--- config.mk ---
export PLATFORM = sky130hd
export DESIGN_NAME = fetch_stage
export DESIGN_NICKNAME = d
export VERILOG_FILES = /design/src/rtl/rv32i_pkg.sv /design/src/rtl/if_id_reg.sv /design/src/rtl/fetch_stage.sv
export SDC_FILE = /design/constraint.sdc
export NUM_CORES = 1
export LEC_CHECK = 0
export BUFFER_PORTS_ARGS = -buffer_cell sky130_fd_sc_hd__clkbuf_2
export CORE_UTILIZATION = 50
export CTS_BUF_LIST = sky130_fd_sc_hd__clkbuf_8
export DETAILED_ROUTE_END_ITERATION = 10
export GPL_TIMING_DRIVEN = 0
export PLACE_DENSITY = 0.88
export REMOVE_ABC_BUFFERS = 1
export SETUP_SLACK_MARGIN = 0.5
export SLEW_MARGIN = 20
export SYNTH_ARGS = -nofsm -noshare
export SYNTH_HDL_FRONTEND = slang
export SYNTH_SLANG_ARGS = --single-unit
--- constraint.sdc ---
create_clock -name clk -period 2.55 [get_ports clk]
set_input_delay 0.1275 -clock clk [delete_from_list [all_inputs] [get_ports clk]]
set_output_delay 0.1275 -clock clk [all_outputs]
set_load 0.005 [all_outputs]
--- src/rtl/rv32i_pkg.sv ---
`default_nettype none
// ============================================================================
//  Module   : rv32i_pkg
//  Brief    : Shared RV32I constants and the IF/ID pipeline-register record.
//  Revision : 1.0
// ============================================================================
package rv32i_pkg;

  localparam int          XLEN_DEFAULT     = 32;
  localparam logic [31:0] NOP_INSTR        = 32'h0000_0013;
  localparam logic [31:0] RESET_PC_DEFAULT = 32'h0000_0000;

  typedef struct packed {
    logic [31:0]             instr;
    logic [XLEN_DEFAULT-1:0] pc;
    logic [XLEN_DEFAULT-1:0] pcplus4;
    logic                    valid;
  } ifid_t;

  // Canonical bubble: a NOP tagged invalid with zeroed PCs.
  function automatic ifid_t ifid_bubble();
    ifid_t b;
    b.instr   = NOP_INSTR;
    b.pc      = '0;
    b.pcplus4 = '0;
    b.valid   = 1'b0;
    return b;
  endfunction

endpackage
`default_nettype wire

--- src/rtl/if_id_reg.sv ---
`default_nettype none
// ============================================================================
//  Module   : if_id_reg
//  Brief    : IF/ID pipeline register; reset > flush > stall > capture.
//  Revision : 1.0
// ============================================================================
module if_id_reg
  import rv32i_pkg::*;
(
  input  logic  clk,
  input  logic  rst,
  input  logic  i_flush,
  input  logic  i_stall,
  input  ifid_t i_d,
  output ifid_t o_q
);

  ifid_t r_q;

  always_ff @(posedge clk) begin
    if (rst) begin
      r_q <= ifid_bubble();
    end else if (i_flush) begin
      r_q <= ifid_bubble();
    end else if (!i_stall) begin
      r_q <= i_d;
    end
  end

  assign o_q = r_q;

endmodule
`default_nettype wire

--- src/rtl/fetch_stage.sv ---
`default_nettype none
// ============================================================================
//  Module   : fetch_stage
//  Brief    : RV32I fetch stage: PC, next-PC mux, IF/ID register, perf counters
//             (counters built only when FETCH_PERF_EN is defined).
//  Revision : 1.0
// ============================================================================
module fetch_stage
  import rv32i_pkg::*;
#(
  parameter int              XLEN     = XLEN_DEFAULT,
  parameter logic [XLEN-1:0] RESET_PC = RESET_PC_DEFAULT
) (
  input  logic            clk,
  input  logic            rst,
  input  logic            stall_f_i,
  input  logic            stall_d_i,
  input  logic            flush_d_i,
  input  logic            redirect_i,
  input  logic [XLEN-1:0] redirect_target_i,
  output logic [XLEN-1:0] imem_addr_o,
  input  logic [31:0]     imem_rdata_i,
  output logic [31:0]     instr_d,
  output logic [XLEN-1:0] pc_d,
  output logic [XLEN-1:0] pcplus4_d,
  output logic            valid_d,
  output logic            misalign_o,
  output logic [31:0]     fetch_count_o,
  output logic [31:0]     flush_count_o
);

  logic [XLEN-1:0] r_pc_f;
  logic [XLEN-1:0] w_pc_plus4;
  logic [XLEN-1:0] w_pc_next;
  logic            r_misalign;
  logic            w_bubble;
  logic            w_capture;
  ifid_t           w_ifid_d;
  ifid_t           w_ifid_q;

  assign w_pc_plus4 = r_pc_f + XLEN'(4);

  always_comb begin
    w_pc_next = w_pc_plus4;
    if (redirect_i) begin
      w_pc_next = {redirect_target_i[XLEN-1:2], 2'b00};
    end else if (stall_f_i) begin
      w_pc_next = r_pc_f;
    end
  end

  always_ff @(posedge clk) begin
    if (rst) begin
      r_pc_f     <= RESET_PC;
      r_misalign <= 1'b0;
    end else begin
      r_pc_f     <= w_pc_next;
      r_misalign <= redirect_i & (|redirect_target_i[1:0]);
    end
  end

  // A redirect also squashes the wrong-path word fetched this cycle.
  assign w_bubble  = flush_d_i | redirect_i;
  assign w_capture = ~w_bubble & ~stall_d_i;

  always_comb begin
    w_ifid_d.instr   = imem_rdata_i;
    w_ifid_d.pc      = r_pc_f;
    w_ifid_d.pcplus4 = w_pc_plus4;
    w_ifid_d.valid   = 1'b1;
  end

  if_id_reg u_if_id_reg (
    .clk     (clk),
    .rst     (rst),
    .i_flush (w_bubble),
    .i_stall (stall_d_i),
    .i_d     (w_ifid_d),
    .o_q     (w_ifid_q)
  );

  assign imem_addr_o = r_pc_f;
  assign instr_d     = w_ifid_q.instr;
  assign pc_d        = w_ifid_q.pc;
  assign pcplus4_d   = w_ifid_q.pcplus4;
  assign valid_d     = w_ifid_q.valid;
  assign misalign_o  = r_misalign;

`ifdef FETCH_PERF_EN
  logic [31:0] r_fetch_count;
  logic [31:0] r_flush_count;

  always_ff @(posedge clk) begin
    if (rst) begin
      r_fetch_count <= '0;
      r_flush_count <= '0;
    end else begin
      if (w_capture) r_fetch_count <= r_fetch_count + 32'd1;
      if (w_bubble)  r_flush_count <= r_flush_count + 32'd1;
    end
  end

  assign fetch_count_o = r_fetch_count;
  assign flush_count_o = r_flush_count;
`else
  logic w_unused_capture;
  assign w_unused_capture = w_capture;
  assign fetch_count_o    = 32'h0;
  assign flush_count_o    = 32'h0;
`endif

endmodule
`default_nettype wire

==> results.cfg, run 1 <==
[status]
outcome = completed

[global_route]
grt_antenna_before_repair = 0
grt_pass1_wl_mm = 24.7
grt_use_total = 0.246
grt_overflow = 0
grt_max_degree = 74
grt_pass1_vias = 5030

[route]
vias_per_cell = 4.85
postRouteAntennaNets = 0
vias = 5277
detail_route.first_pass.iterations = 5
drt_iter0_markers = 288
drc_errors = 0
avgRoutedWirePerCell_um = 14.9
drt-total-wl_mm = 16.2

[die]
dieWidth_um = 114
die_h_um = 114
rows = 40
ios = 264
core_um2 = 12100
dieArea_um2 = 12900
start_util = 0.516

[min_path]
min_path_type = in2reg
holdPathStages = 3
min_from = flush_d_i
min_to = u_if_id_reg.o_q[0]$_SDFFE_PP0N_

[worst_setup_path]
crit_path_end_kind = register
worstReg2RegStart = imem_addr_o[16]$_SDFFE_PP0P_
critPathKind = reg2reg
path_max_fanout = 7
worstPathRequired_ns = 2.84
start_kind = register
worstRegToRegCells = 5
timing.reg2reg.setup_slack_ns = 0.58
cp_data_arrival_time_ns = 2.26
r2r_end = imem_addr_o[28]$_SDFFE_PP0P_

[sta]
slew-limit-headroom = 0.473
min_period_ns = 1.97
holdWs_ns = 0.0544
setup_viol = 0
setup_ws_ns = 0.584
tns_ns = 0
worst_pin_slew_ns = 0.789
rsz0062_at_grt = no
final_hold_viol_count = 0
finalMaxSlewViolations = 0
fin_crit_sh = 0.771
max_freq_ghz = 0.509
finClkSkew_ns = 0.00829

[clocking]
cts_buffers = 17
clockBufferDepth = 2
cts.clk_slew.worst_paths_ns = 0.07
clock_sinks = 124
cts_tree = yes
cts_htree_levels = 4
root_buffer = clkbuf_8
clock_latency_ns = 0.44

[final_layout]
fin_nets = 979
final_util = 0.657
fill_cells = 1012
antennaDiodeCount = 0
drive_above_1_share = 0.296
syn_to_final_growth_pct = 27.3
fin_cells = 1089

[logic_synthesis]
postSynth.asyncResetShare = 0
yosys_warnings = 0
synth_most_common_cell = dfxtp_1
synth_area_leaders = dfxtp_1, buf_4, mux2i_1
synth_cell_types = 50
yosysSeqAreaShare = 0.398
synth_top_area_cell = dfxtp_1
synth_common_cells = dfxtp_1, nor2_1, buf_4
synth_top_area_share = 0.398
synth_area_per_cell_um2 = 8.96
synth_edf_count = 0
synth_seq_cells = 124
synthesis.area_um2 = 6240
synth_cells = 697
synth_ff_type = dfxtp_1

[place]
hpwl_mm = 9.99
dpl_worst_slack_ns = 0.0833
dp.cells = 982
port_buffers = 193
gp_congestion = 0.761

[power]
peakVddDrop_mv = 0.399
power.density_nw_per_um2 = 562
power_leakage_nw = 3.61

[run]
max_cap_viol_count = 0
[cell families after synthesis]
| kind of cell | after synthesis | share of synthesized area |
|---|---|---|
| and+or+nand+nor | 207 | 0.163 |
| buffers and inverters | 155 | 0.171 |
| DFF | 124 | 0.398 |
| AOI/OAI and AO/OA | 88 | 0.0819 |
| muxes | 71 | 0.114 |
| xor gates and xnor gates | 50 | 0.0701 |
| adders and majority gates | 1 | 0.00200 |
| other | 1 | 0.000601 |
[timing repair]
| action | 4_1_cts | 5_1_grt |
|---|---|---|
| endpoints found under the setup margin | 27 | 30 |
| gates cloned | 1 | 0 |
| hold buffers | 66 | 0 |
| endpoints found under the hold margin | 63 | 0 |
| pin swaps | 2 | 1 |
| buffers inserted | 3 | 5 |
| gates resized for setup | 15 | 13 |
[registers in the layout (all words and copies together) (netlist names)]
name             cells
u_if_id_reg.o_q     93
imem_addr_o         30
misalign_o           1
[layout make-up]
cell class | instances | area, um^2 | share of cell area
multi-input cells | 488 | 3040 | 0.383
well taps | 168 | 210 | 0.0264
inverters | 8 | 31.3 | 0.00393
repair buffers | 269 | 1730 | 0.218
flip-flops and latches | 124 | 2500 | 0.315
clock buffers | 20 | 275 | 0.0346
clock inverters | 12 | 155 | 0.0195
[per-layer routing]
| metal | vias to the layer above | wire length, um | track usage |
|---|---|---|---|
| li1 | 2589 | - | - |
| met1 | 2462 | 6570 | 0.275 |
| met2 | 200 | 8310 | 0.445 |
| met3 | 26 | 977 | 0.0638 |
| met4 | 0 | 374 | 0.0982 |
| met5 | - | 0 | 0 |
[cell usage in the layout, fill, tap and decap left out, types with 2 or more instances in the layout]
master           n
clkbuf_2       192
dfxtp_1        110
nor2_1         109
mux2i_1         71
conb_1          70
dlygate4sd3_1   66
a21oi_1         38
nand2_1         30
xnor2_1         30
o21ai_0         22
clkbuf_8        21
xor2_1          20
a211oi_1        17
inv_1           12
nand3_1         12
dfxtp_2         12
nor3_1          10
buf_4            8
nor3_2           6
and3_1           5
nand4_1          5
o22ai_1          4
bufinv_16        4
nor4_4           3
or3_4            3
and4_1           3
nand4_2          2
nand3_2          2
clkinv_2         2
or3_1            2
nor2b_1          2
o21a_1           2
o21bai_1         2
dfxtp_4          2
[worst max-delay path by stage]
stage / start / to / slack (ns) / cells past startpoint
floorplan: imem_addr_o[2]$_SDFFE_PP0P_ / u_if_id_reg.o_q[17]$_SDFFE_PP0N_ / 0.46 / 6
global placement: stall_d_i / u_if_id_reg.o_q[26]$_SDFFE_PP0N_ / -1.41 / 4
detailed placement: imem_addr_o[2]$_SDFFE_PP0P_ / imem_addr_o[16]$_SDFFE_PP0P_ / 0.08 / 6
CTS: imem_addr_o[3]$_SDFFE_PP0P_ / imem_addr_o[16]$_SDFFE_PP0P_ / 0.49 / 6
global route: imem_addr_o[19]$_SDFFE_PP0P_ / imem_addr_o[28]$_SDFFE_PP0P_ / 0.51 / 5
finish: imem_addr_o[16]$_SDFFE_PP0P_ / imem_addr_o[28]$_SDFFE_PP0P_ / 0.58 / 5
[where the power goes]
part	internal, mW	switching [mW]	leakage [nW]
Sequential	2.00	0.0919	1.01
Combinational	0.259	0.252	2.36
Clock	1.12	0.748	0.236
[critical path: stages, from the launching register on]
cell and delay [ns]:
dfxtp_1 0.48, nand3_1 0.26, or3_1 0.46, nor3_2 0.28
mux2i_1 0.25, o22ai_1 0.10
[metrics by stage]
step,instance area [um^2],power [mW]
5_1_grt,7950,4.65
3_3_place_gp,6640,2.53
2_1_floorplan,5460,2.32
6_report,7950,4.47
4_1_cts,7870,4.50
3_5_place_dp,6690,2.54
Note: power is estimated with default switching activity, not from simulation.
==> run 2, diff against run 1 <==
--- a/config.mk
+++ b/config.mk
@@ -6,11 +6,11 @@
 export NUM_CORES = 1
 export LEC_CHECK = 0
 export BUFFER_PORTS_ARGS = -buffer_cell sky130_fd_sc_hd__clkbuf_2
-export CORE_UTILIZATION = 50
+export CORE_UTILIZATION = 45
 export CTS_BUF_LIST = sky130_fd_sc_hd__clkbuf_8
 export DETAILED_ROUTE_END_ITERATION = 10
 export GPL_TIMING_DRIVEN = 0
-export PLACE_DENSITY = 0.88
+export PLACE_DENSITY = 0.84
 export REMOVE_ABC_BUFFERS = 1
 export SETUP_SLACK_MARGIN = 0.5
 export SLEW_MARGIN = 20
==> constraint.sdc (replaced) <==
create_clock -name clk -period 1.8 [get_ports clk]
set_input_delay 0.09 -clock clk [delete_from_list [all_inputs] [get_ports clk]]
set_output_delay 0.09 -clock clk [all_outputs]
set_load 0.005 [all_outputs]
==> results.cfg, run 2 (synthesized netlist as in run 1, its figures left out) <==
[route]
detail_route.first_pass.iterations = 5
drc_errors = 0
drt-total-wl_mm = 18.0
postRouteAntennaNets = 0
vias_per_cell = 4.97
avgRoutedWirePerCell_um = 15.9
vias = 5626
drt_iter0_markers = 345

[place]
hpwl_mm = 10.2
gp_congestion = 0.782
dp.cells = 990
port_buffers = 193

[power]
peakVddDrop_mv = 0.578
power_frac_clock = 0.384
switching_power_mw = 1.60
swShare = 0.261
power_frac_comb = 0.138
power.density_nw_per_um2 = 708
power.internal_mw = 4.55
power_leakage_nw = 4.00
pwr-share-seq = 0.478

[min_path]
min_path_type = in2reg

[global_route]
grt_pass1_vias = 5622
grt_pass1_wl_mm = 27.3
grt_max_degree = 74
grt_use_total = 0.243
grt_antenna_before_repair = 0
grt_overflow = 0

[final_layout]
fin_cells = 1132
layout_commonest_cell = clkbuf_2
layout_common_cells = clkbuf_2, nor2_1, dfxtp_1
fin_nets = 1016
fill_cells = 1071
largest_reg_flops = 93
syn_to_final_growth_pct = 39.1
antennaDiodeCount = 0
drive_above_1_share = 0.385

[worst_setup_path]
path_max_fanout = 5
critPathKind = reg2reg
worstPathRequired_ns = 2.09
crit_path_end_kind = register
start_kind = register
cp_data_arrival_time_ns = 2.08

[die]
die_h_um = 120
rows = 42
start_util = 0.466
dieArea_um2 = 14400
dieWidth_um = 120
core_um2 = 13400
ios = 264

[clocking]
cts_htree_levels = 4
root_buffer = clkbuf_8
cts_buffers = 17
clock_sinks = 124
clockBufferDepth = 2
clock_latency_ns = 0.43
cts.clk_slew.worst_paths_ns = 0.07
cts_tree = yes

[sta]
final_hold_viol_count = 0
setup_viol = 0
tns_ns = 0
worst_pin_slew_ns = 0.860
rsz0062_at_grt = yes
max_freq_ghz = 0.561
finClkSkew_ns = 0.0107
fin_crit_sh = 0.990
finalMaxSlewViolations = 0
slew-limit-headroom = 0.426
min_period_ns = 1.78

[status]
outcome = completed

[run]
max_cap_viol_count = 0
-- run 2: final timing paths --
check | startpoint | end | slack, ns | depth (start not counted)
setup / recovery | imem_addr_o[2]$_SDFFE_PP0P_ | u_if_id_reg.o_q[17]$_SDFFE_PP0N_ | 0.02 | 6
hold / removal | rst | imem_addr_o[6]$_SDFFE_PP0P_ | 0.22 | 2
setup reg to reg | imem_addr_o[2]$_SDFFE_PP0P_ | u_if_id_reg.o_q[17]$_SDFFE_PP0N_ | 0.02 | 6
hold reg to reg | u_if_id_reg.o_q[10]$_SDFFE_PP0N_ | u_if_id_reg.o_q[10]$_SDFFE_PP0N_ | 0.47 | 2
-- run 2: stage by stage --
stage	setup WS, ns	hold slack (ns)	util	cell area [um^2]	power [mW]
3_3_place_gp	-2.09	0.308	0.496	6650	3.59
5_1_grt	-0.0300	0.219	0.648	8690	6.41
2_1_floorplan	-0.291	0.155	-	5460	3.29
6_report	0.0173	0.220	0.648	8690	6.15
3_5_place_dp	-0.608	0.313	0.500	6700	3.60
4_1_cts	0.0194	0.156	0.625	8380	6.13
-- run 2: repair_timing --
action,CTS,global route
pin swaps,44,43
cloned,1,0
hold buffers,65,0
resized for setup,94,53
buffers inserted,33,13
hold endpoints to repair,65,0
endpoints found under the setup margin,55,64
-- run 2: power by group through the flow --
stage	Clock (mW)	Sequential [mW]	Combinational, mW
final	2.36	2.94	0.850
after detailed placement	0	3.01	0.583
after floorplan	0	2.99	0.297
after global routing	2.54	2.95	0.919
after global placement	0	3.01	0.577
after CTS	2.40	2.93	0.791
-- run 2: cell type report --
| class | count | area (um^2) | share of cell area |
|---|---|---|---|
| inverters | 8 | 35.0 | 0.00403 |
| clock buffers | 20 | 275 | 0.0317 |
| clock inverters | 10 | 101 | 0.0117 |
| multi-input cells | 488 | 3420 | 0.393 |
| well taps | 176 | 220 | 0.0253 |
| flip-flops and latches | 124 | 2570 | 0.295 |
| repair buffers | 306 | 2070 | 0.239 |
-- run 2: worst max-delay path, cell delays in order (launching register included) --
cell and delay, ns:
dfxtp_4 0.37, ha_4 0.14, nand3_4 0.10, or3_4 0.44, or3_4 0.35, xor2_1 0.14, a21oi_1 0.08
-- run 2: routing by layer --
layer / track usage / share of wire / vias to the layer above
met4: 0.0867 / 0.019 / 0
met3: 0.0680 / 0.059 / 27
met1: 0.260 / 0.39 / 2682
met5: 0 / 0 / -
met2: 0.453 / 0.53 / 241
li1: - / - / 2676
